[src/rtl/ooo_pkg.sv]
// Shared out-of-order core definitions: datapath widths, functional-unit
// indices and the common data bus (CDB) packet layout.
package ooo_pkg;

  localparam int XLEN  = 32;
  localparam int TAG_W = 6;
  localparam int SRC_W = 2;

  // Functional-unit indices as seen by the CDB arbiter.
  localparam int FU_ALU    = 0;
  localparam int FU_LSU    = 1;
  localparam int FU_MULDIV = 2;
  localparam int FU_BR     = 3;
  localparam int N_FU      = 4;

  // One CDB broadcast: valid, physical destination tag, result, producer.
  typedef struct packed {
    logic             en;
    logic [TAG_W-1:0] tag;
    logic [XLEN-1:0]  data;
    logic [SRC_W-1:0] src;
  } cdb_pkt_t;

endpackage

[src/rtl/rr_pick.sv]
// Combinational requester picker for the CDB arbiter.
// Scans requests starting at i_ptr, wrapping modulo N, and grants the first
// one found. With CDB_FIXED_PRIO_EN defined the scan always starts at index 0
// (lowest index wins) and i_ptr is ignored.
module rr_pick #(
  parameter int N  = 4,
  parameter int IW = 2
) (
  input  logic [N-1:0]  i_req,
  input  logic [IW-1:0] i_ptr,
  output logic [N-1:0]  o_gnt,
  output logic [IW-1:0] o_idx,
  output logic          o_any
);

  // One extra bit so base+offset cannot overflow before the explicit wrap;
  // N need not be a power of two.
  logic [IW:0] w_base;
  logic [IW:0] w_pos;

  // Rotate-and-priority-encode: first requester at or after the base wins.
  always_comb begin
    o_gnt = '0;
    o_idx = '0;
    o_any = 1'b0;
`ifdef CDB_FIXED_PRIO_EN
    w_base = '0;
`else
    w_base = {1'b0, i_ptr};
`endif
    w_pos = '0;
    for (int k = 0; k < N; k++) begin
      w_pos = w_base + (IW+1)'(k);
      if (w_pos >= (IW+1)'(N)) begin
        w_pos = w_pos - (IW+1)'(N);
      end
      if (!o_any && i_req[w_pos[IW-1:0]]) begin
        o_any                 = 1'b1;
        o_idx                 = w_pos[IW-1:0];
        o_gnt[w_pos[IW-1:0]] = 1'b1;
      end
    end
  end

endmodule

[src/rtl/cdb_arbiter.sv]
// Common data bus arbiter: grants at most one functional-unit result per
// cycle (valid/ready) and registers it onto the CDB one cycle later.
// Build option CDB_FIXED_PRIO_EN: fixed priority (ALU > LSU > MULDIV > BR)
// instead of round-robin; the round-robin pointer then does not exist.
//
// Handshake: FU i transfers when req_valid_i[i] && req_ready_o[i]. The FU
// holds valid/tag/data stable until accepted (it may drop only on flush).
// req_ready_o is one-hot or zero and is forced to zero during reset or flush.
// The CDB itself is never backpressured.
module cdb_arbiter
  import ooo_pkg::*;
#(
  parameter int N_REQ = N_FU,
  parameter int TAG_W = ooo_pkg::TAG_W,
  parameter int XLEN  = ooo_pkg::XLEN,
  parameter int SRC_W = ooo_pkg::SRC_W
) (
  input  logic                   clk_i,
  input  logic                   reset_i,
  input  logic [N_REQ-1:0]       req_valid_i,
  input  logic [N_REQ*TAG_W-1:0] req_tag_i,
  input  logic [N_REQ*XLEN-1:0]  req_data_i,
  output logic [N_REQ-1:0]       req_ready_o,
  input  logic                   flush_i,
  output logic                   cdb_en_o,
  output logic [TAG_W-1:0]       cdb_reg_addr_o,
  output logic [XLEN-1:0]        cdb_data_o,
  output logic [SRC_W-1:0]       cdb_src_o
);

  logic [N_REQ-1:0] w_req_eff;
  logic [N_REQ-1:0] w_gnt;
  logic [SRC_W-1:0] w_gnt_idx;
  logic             w_any;
  logic [SRC_W-1:0] w_rr_ptr;

  logic             r_cdb_en;
  logic [TAG_W-1:0] r_cdb_tag;
  logic [XLEN-1:0]  r_cdb_data;
  logic [SRC_W-1:0] r_cdb_src;

  // Nothing is accepted while in reset or during a flush cycle.
  assign w_req_eff   = (reset_i || flush_i) ? '0 : req_valid_i;
  assign req_ready_o = w_gnt;

  rr_pick #(
    .N  (N_REQ),
    .IW (SRC_W)
  ) u_pick (
    .i_req (w_req_eff),
    .i_ptr (w_rr_ptr),
    .o_gnt (w_gnt),
    .o_idx (w_gnt_idx),
    .o_any (w_any)
  );

`ifdef CDB_FIXED_PRIO_EN
  assign w_rr_ptr = '0;
`else
  logic [SRC_W-1:0] r_rr_ptr;

  // Round-robin pointer: moves just past the winner on acceptance, explicit wrap.
  always_ff @(posedge clk_i) begin
    if (reset_i) begin
      r_rr_ptr <= '0;
    end else if (w_any) begin
      r_rr_ptr <= (w_gnt_idx == SRC_W'(N_REQ-1)) ? '0 : w_gnt_idx + 1'b1;
    end
  end

  assign w_rr_ptr = r_rr_ptr;
`endif

  // CDB output register: capture the winner; otherwise drop en and hold payload.
  always_ff @(posedge clk_i) begin
    if (reset_i) begin
      r_cdb_en   <= 1'b0;
      r_cdb_tag  <= '0;
      r_cdb_data <= '0;
      r_cdb_src  <= '0;
    end else if (w_any) begin
      r_cdb_en   <= 1'b1;
      r_cdb_tag  <= req_tag_i[w_gnt_idx*TAG_W +: TAG_W];
      r_cdb_data <= req_data_i[w_gnt_idx*XLEN +: XLEN];
      r_cdb_src  <= w_gnt_idx;
    end else begin
      r_cdb_en   <= 1'b0;
    end
  end

  assign cdb_en_o       = r_cdb_en;
  assign cdb_reg_addr_o = r_cdb_tag;
  assign cdb_data_o     = r_cdb_data;
  assign cdb_src_o      = r_cdb_src;

endmodule

[config.mk]
export PLATFORM = sky130hd
export DESIGN_NAME = cdb_arbiter
export DESIGN_NICKNAME = d
export VERILOG_FILES = /design/src/rtl/ooo_pkg.sv /design/src/rtl/rr_pick.sv /design/src/rtl/cdb_arbiter.sv
export SDC_FILE = /design/constraint.sdc
export NUM_CORES = 1
export LEC_CHECK = 0
export ABC_AREA = 1
export ABC_CLOCK_PERIOD_IN_PS = 2780
export BUFFER_PORTS_ARGS = -buffer_cell sky130_fd_sc_hd__buf_2
export CAP_MARGIN = 0
export CORE_MARGIN = 5
export CORE_UTILIZATION = 48
export DETAILED_ROUTE_END_ITERATION = 8
export PLACE_DENSITY = 0.79
export SETUP_SLACK_MARGIN = 0.5
export SYNTH_ARGS = -nofsm -noshare
export SYNTH_HDL_FRONTEND = slang
export SYNTH_SLANG_ARGS = --single-unit
export TNS_END_PERCENT = 5
[constraint.sdc]
create_clock -name clk_i -period 2.78 [get_ports clk_i]
set_input_delay 0 -clock clk_i [delete_from_list [all_inputs] [get_ports clk_i]]
set_output_delay 0 -clock clk_i [all_outputs]
set_load 0.03 [all_outputs]
[Yosys cells after proc, flatten, opt, wreduce, memory -nomap -nowiden]
Cells that the tools add are included.
Cells by class
  multiply operators: 1
  multiplexer cells: 35
  div/mod/pow operators: 0
  shifts and indexed selects: 2
  reduce and logical (&&, ||, !) cells: 11
  magnitude comparators: 12
  equal/unequal tests: 1
  bitwise operators: 3
  add/sub/neg operators: 8
Operators by type and width (count)
  $shiftx A128 B8 Y32: 1
  $shiftx A24 B6 Y6: 1
  $mux W4: 5
  $mux W2: 9
  $mux W1: 13
  $lt A2 B3 Y1 const B: 4
  $or A4 B4 Y4: 3
  $ge A3 B3 Y1 const B: 3
  $bmux W1 S2: 4
  $demux W1 S2: 4
  $ge A2 B1 Y1 const B: 4
  $sub A2 B1 Y2 const B: 4
  $logic_and A1 B1 Y1: 7
  $add A2 B2 Y3 const B: 2
  $mul A2 B2 Y4 const B: 1
  $add A2 B1 Y3 const B: 1
  $ge A2 B3 Y1 const B: 1
  $logic_not A1 Y1: 3
  $add A2 B1 Y2 const B: 1
  $eq A2 B2 Y1 const B: 1
  $logic_or A1 B1 Y1: 1
Storage, ports and cells
  latch bits: 0
  bits in registers: 43
  input bits: 159
  output and inout bits: 45
  logic and storage cells: 78
  RAM bits: 0
  memory bits (read-only): 0
  memories: 0

[Longest topological paths before layout]
  word-level depth: 16
  depth in mapped cells: 17
  depth with buffers taken out: 14

[Modules after synthesis]
Synthesis repeated with hierarchy kept, for this count alone.
Unflattened totals
  cell total of the unflattened synthesis: 523
  area total of the unflattened synthesis: 3126.7 um^2
Modules (own cells, without submodules)
  cdb_arbiter: cells each 449, times used 1, area each 2686.3 um^2
  rr_pick: cells each 74, times used 1, area each 440.4 um^2

[Worst setup path after synthesis]
OpenSTA, ideal clock, no wires.
  kind: register -> register
  start point: reg r_rr_ptr[0]
  end point: reg r_cdb_data[0] (netlist: cdb_data_o[0])
  arrival: 2181 ps
  setup slack: 490 ps
  cell stages (with the launch flop): 16
  data required time: 2671 ps
  period minus slack after synthesis: 2290 ps
  buffers on the path: 1
  path through: dfxtp_1 > inv_2 > ha_1 > inv_1 > nand3_1 > nand2_1 > nand3_1 > nand2_1 > nand2_2 > nand3_2 > clkbuf_1 > nand2_1 > nand3_1 > nand3_1 > nand2_1 > inv_1
On the way
  cells in the longest elaborated chain, start to end: 15
  elaborated cells between the ends (all ways): 38
RTL lines
  from (decl): line cdb_arbiter.sv:60  | logic [SRC_W-1:0] r_rr_ptr;
  from (signal assigned): line cdb_arbiter.sv:67  | r_rr_ptr <= (w_gnt_idx == SRC_W'(N_REQ-1)) ? '0 : w_gnt_idx + 1'b1;
  branches (longest 15 deep; another with $add A2 B1 Y3)
  to (signal assigned): line cdb_arbiter.sv:84  | r_cdb_data <= req_data_i[w_gnt_idx*XLEN +: XLEN];
  to (decl): line cdb_arbiter.sv:39  | logic [XLEN-1:0] r_cdb_data;
Several ways; the timed one is not identified. The select of a mux whose other input is x is not followed.
A chain may end at the register's enable or synchronous reset.

[Worst setup path after layout]
  start point: reg r_rr_ptr[0]
  end point: reg r_rr_ptr[1]
On the way
  cells in the longest elaborated chain, start to end: 16
  elaborated cells between the ends (all ways): 40
RTL lines
  branches (longest 16 deep; another with $add A2 B1 Y3)
Several ways; the timed one is not identified. The select of a mux whose other input is x is not followed.

==> metrics.md <==
| Metric | Value |
|---|---|
| Starting density of the core | `48.87%` |
| Global-route wire length before repair | `22460 um` |
| Post-synth EDFFs | `0` |
| Die Area | `0.01077 mm2` |
| RSZ-0062 raised after global routing | `no` |
| Hold Vio Cnt, Final | `0` |
| Pwr dens | `1205 mW/mm2` |
| Initial antenna violation count | `1` |
| Final setup viols | `0` |
| DR DRC count | `0` |
| Area of the multi-input gates | `0.002385 mm2` |
| Synth Register Bits | `43` |
| Root Driver | `clkbuf_8` |
| Delay of the slowest critical-path stage | `0.38 ns` |
| Num rows | `34` |
| Sequential area share after synthesis | `20.40%` |
| CTS Buf Count | `5` |
| CTS tree | `done` |
| Drt wl/cell | `12.96 um` |
| Area delta synth->final | `32.91%` |
| Post-Synth Simple-Gate Area | `50.07%` |
| Syn Area/Cell | `5.517 um2` |
| Fillers | `847` |
| Compound-Gate Fraction of Synth Area | `1.927%` |
| Core box area | `0.008636 mm2` |
| Worst Hold Launch | `req_tag_i[15]` |
| Sink count of the clock tree | `43` |
| Mux share of post-synthesis cell area | `0%` |
| Relative slew slack | `69.04%` |
| HP Class | `in2reg` |
| Final antenna-violating net count | `0` |
| Io pins | `204` |
| Ys Warns | `0` |
| Post-DP HPWL | `9366 um` |
| XOR/XNOR Fraction of Synth Area | `0%` |
| Overflow left after global routing | `0` |
| Aggregate global-route resource usage | `24.06%` |
| Clk slew on worst S/H paths | `0.09 ns` |
| Reg2Reg Launch Point | `r_rr_ptr[0]` |
| Crit Path Max Fanout | `10` |
| Largest net degree at the start of global routing | `83` |
| Final core occ | `64.95%` |
| Vias/cell | `4.977` |
| Static Leakage | `3.660 nW` |
| Nets | `1109` |
| CP Class | `reg2reg` |
| Pwr Total | `6.761 mW` |
| Fin crit period | `2.168 ns` |
| Critical Path Source Type | `flop` |
| Die span in y | `103.8 um` |
| Via Count | `5231` |
| Initial DRT Pass Iterations | `4` |
| Placer Congestion | `0.9445` |
| Max Cap Viol | `0` |
| Cell Area, Synth | `0.004220 mm2` |
| CP endpoint kind | `flop` |
| Yosys cell types | `24` |
| Worst Setup SP | `r_rr_ptr[0]` |
| Fin crit share | `77.98%` |
| FF+latch area | `864.6 um2` |
| Syn_nets | `932` |
| Clock Skew | `0.007747 ns` |
| Final WL | `13620 um` |
| Status | `finished, final reports clean` |
| Clk buf depth | `2` |
| Slew @ Worst Pin | `0.4643 ns` |
| Share of post-route cells with drive strength above 1 | `27.78%` |
| Number of max-slew violations in the final report | `0` |
| Crit-path slowest cell | `dfxtp_4` |
| Die X | `103.8 um` |
| CP required | `2.97 ns` |
| Crit-path cells | `inv_6, ha_4, inv_1, nand2_2, nand2_4, nor2_4, nand3_4, nand3_4, buf_12, inv_2, nand2_1, o21ai_0, o21bai_1, inv_1` |
| Worst-Skew Late Latency | `0.29 ns` |
| Max Clk Rate | `0.4613 GHz` |
| Peak supply drop | `0.9234 mV` |
| Post-CTS setup buffers | `0` |
| Vias in the first global route | `4787` |
| Mapped Cells | `765` |
| Hold Buf Count CTS | `0` |
| TNS Setup | `0 ns` |
| Antenna fix cells | `0` |
| Port Buffers | `203` |
| Largest family of logic cells by synthesized area | `simple AND/OR/NAND/NOR gates` |
| Drt initial violations | `230` |
| Ys flop type | `dfxtp_1` |
| Arr. time, crit path | `2.35 ns` |
| Adder-cell area share of the yosys netlist | `2.372%` |
| Share of synthesized flip-flops with an asynchronous set or reset | `0%` |
| H-tree depth | `2` |
[Yosys cell counts, types with 2 or more instances]
library cell / number / area [um2]
o2111ai_1: 4 / 35.03
nand4_1: 77 / 481.7
dfxtp_1: 43 / 860.8
nand3_1: 130 / 650.6
a21oi_1: 2 / 10.01
nand2_1: 146 / 548.0
nor2_1: 78 / 292.8
inv_1: 202 / 758.2
clkbuf_1: 11 / 41.29
nand3_2: 6 / 60.06
buf_4: 6 / 45.04
buf_2: 32 / 160.2
ha_1: 8 / 100.1
nand2_2: 6 / 37.54
buf_6: 5 / 56.30
[report_power, final]
part | switching [mW] | total, mW | leakage (nW) | internal, mW
Sequential | 0.123 | 0.999 | 0.358 | 0.875
Combinational | 3.42 | 5.33 | 3.25 | 1.91
Clock | 0.224 | 0.428 | 0.0484 | 0.204
[timing repair]
| item | 4_1_cts | 5_1_grt |
|---|---|---|
| pin swaps | 1 | 6 |
| setup endpoints to repair | 39 | 42 |
| gates cloned | 2 | 3 |
| gates resized for setup | 8 | 30 |
[through the flow]
| stage | worst slack (ns) | hold WS (ns) | instance area (um2) | cells |
|---|---|---|---|---|
| 2_1_floorplan | 0.5104 | 0.2822 | 4222 | 765 |
| 3_3_place_gp | 0.4448 | 0.3863 | 5241 | 1038 |
| 3_5_place_dp | 0.3673 | 0.3882 | 5241 | 1038 |
| 4_1_cts | 0.5008 | 0.07593 | 5434 | 1048 |
| 5_1_grt | 0.4841 | 0.1129 | 5609 | 1051 |
| 6_report | 0.6121 | 0.07900 | 5609 | 1051 |
[cell type report]
type	count	share of cell area [%]
repair buffers	224	24.29
well taps	108	2.409
clock buffers	7	1.539
clock inverters	1	0.1561
inverters	203	13.67
flip-flops and latches	43	15.41
multi-input cells	465	42.52
[worst max-delay path: cells and delay by family (launching register included)]
kind,cells,cell delay [ns]
adders and majority gates,1,0.28
and+or+nand+nor,6,0.76
buffers and inverters,5,0.40
AOI/OAI and AO/OA,2,0.23
DFF,1,0.38
[path summary, 6_finish.rpt]
kind                             to  slack (ns)  cells past startpoint
setup / recovery        r_rr_ptr[1]        0.61                     14
hold / removal    cdb_reg_addr_o[3]        0.08                      7
setup reg to reg        r_rr_ptr[1]        0.61                     14
hold reg to reg        cdb_src_o[0]        0.48                      2
[placed cells by master (no fill, tap or decap), types with 2 or more instances in the layout]
master     instances
buf_2            203
inv_1            201
nand2_1          139
nand3_1          127
nand4_1           77
nor2_1            77
dfxtp_1           42
nand2_2           12
ha_1               7
clkbuf_8           6
nand3_2            5
buf_12             5
buf_6              5
nand3_4            4
o2111ai_1          4
buf_4              4
clkbuf_16          3
nand2_4            2
a21oi_1            2
buf_16             2
buf_8              2
[state kept, by name, summed over array words and instances, names as in the netlist]
register,count
cdb_data_o,32
cdb_en_o,1
cdb_reg_addr_o,6
cdb_src_o,2
r_rr_ptr,2
[per-layer routing]
layer / GRT usage, % / vias to the layer above / routed length, um
met5: 0 / - / 7
met4: 6.660 / 2 / 286
met3: 7.338 / 25 / 1313
met2: 39.07 / 216 / 6343
met1: 30.83 / 2273 / 5667
li1: - / 2715 / -
[cells by family (layout without fill, tap and decap cells)]
group / count (synthesis) / after routing
simple gates: 446 / 446
fa+ha+maj: 8 / 8
buf+inv: 257 / 435
flops: 43 / 43
compound gates: 11 / 11
No activity file was read; power rests on OpenSTA's default activity.
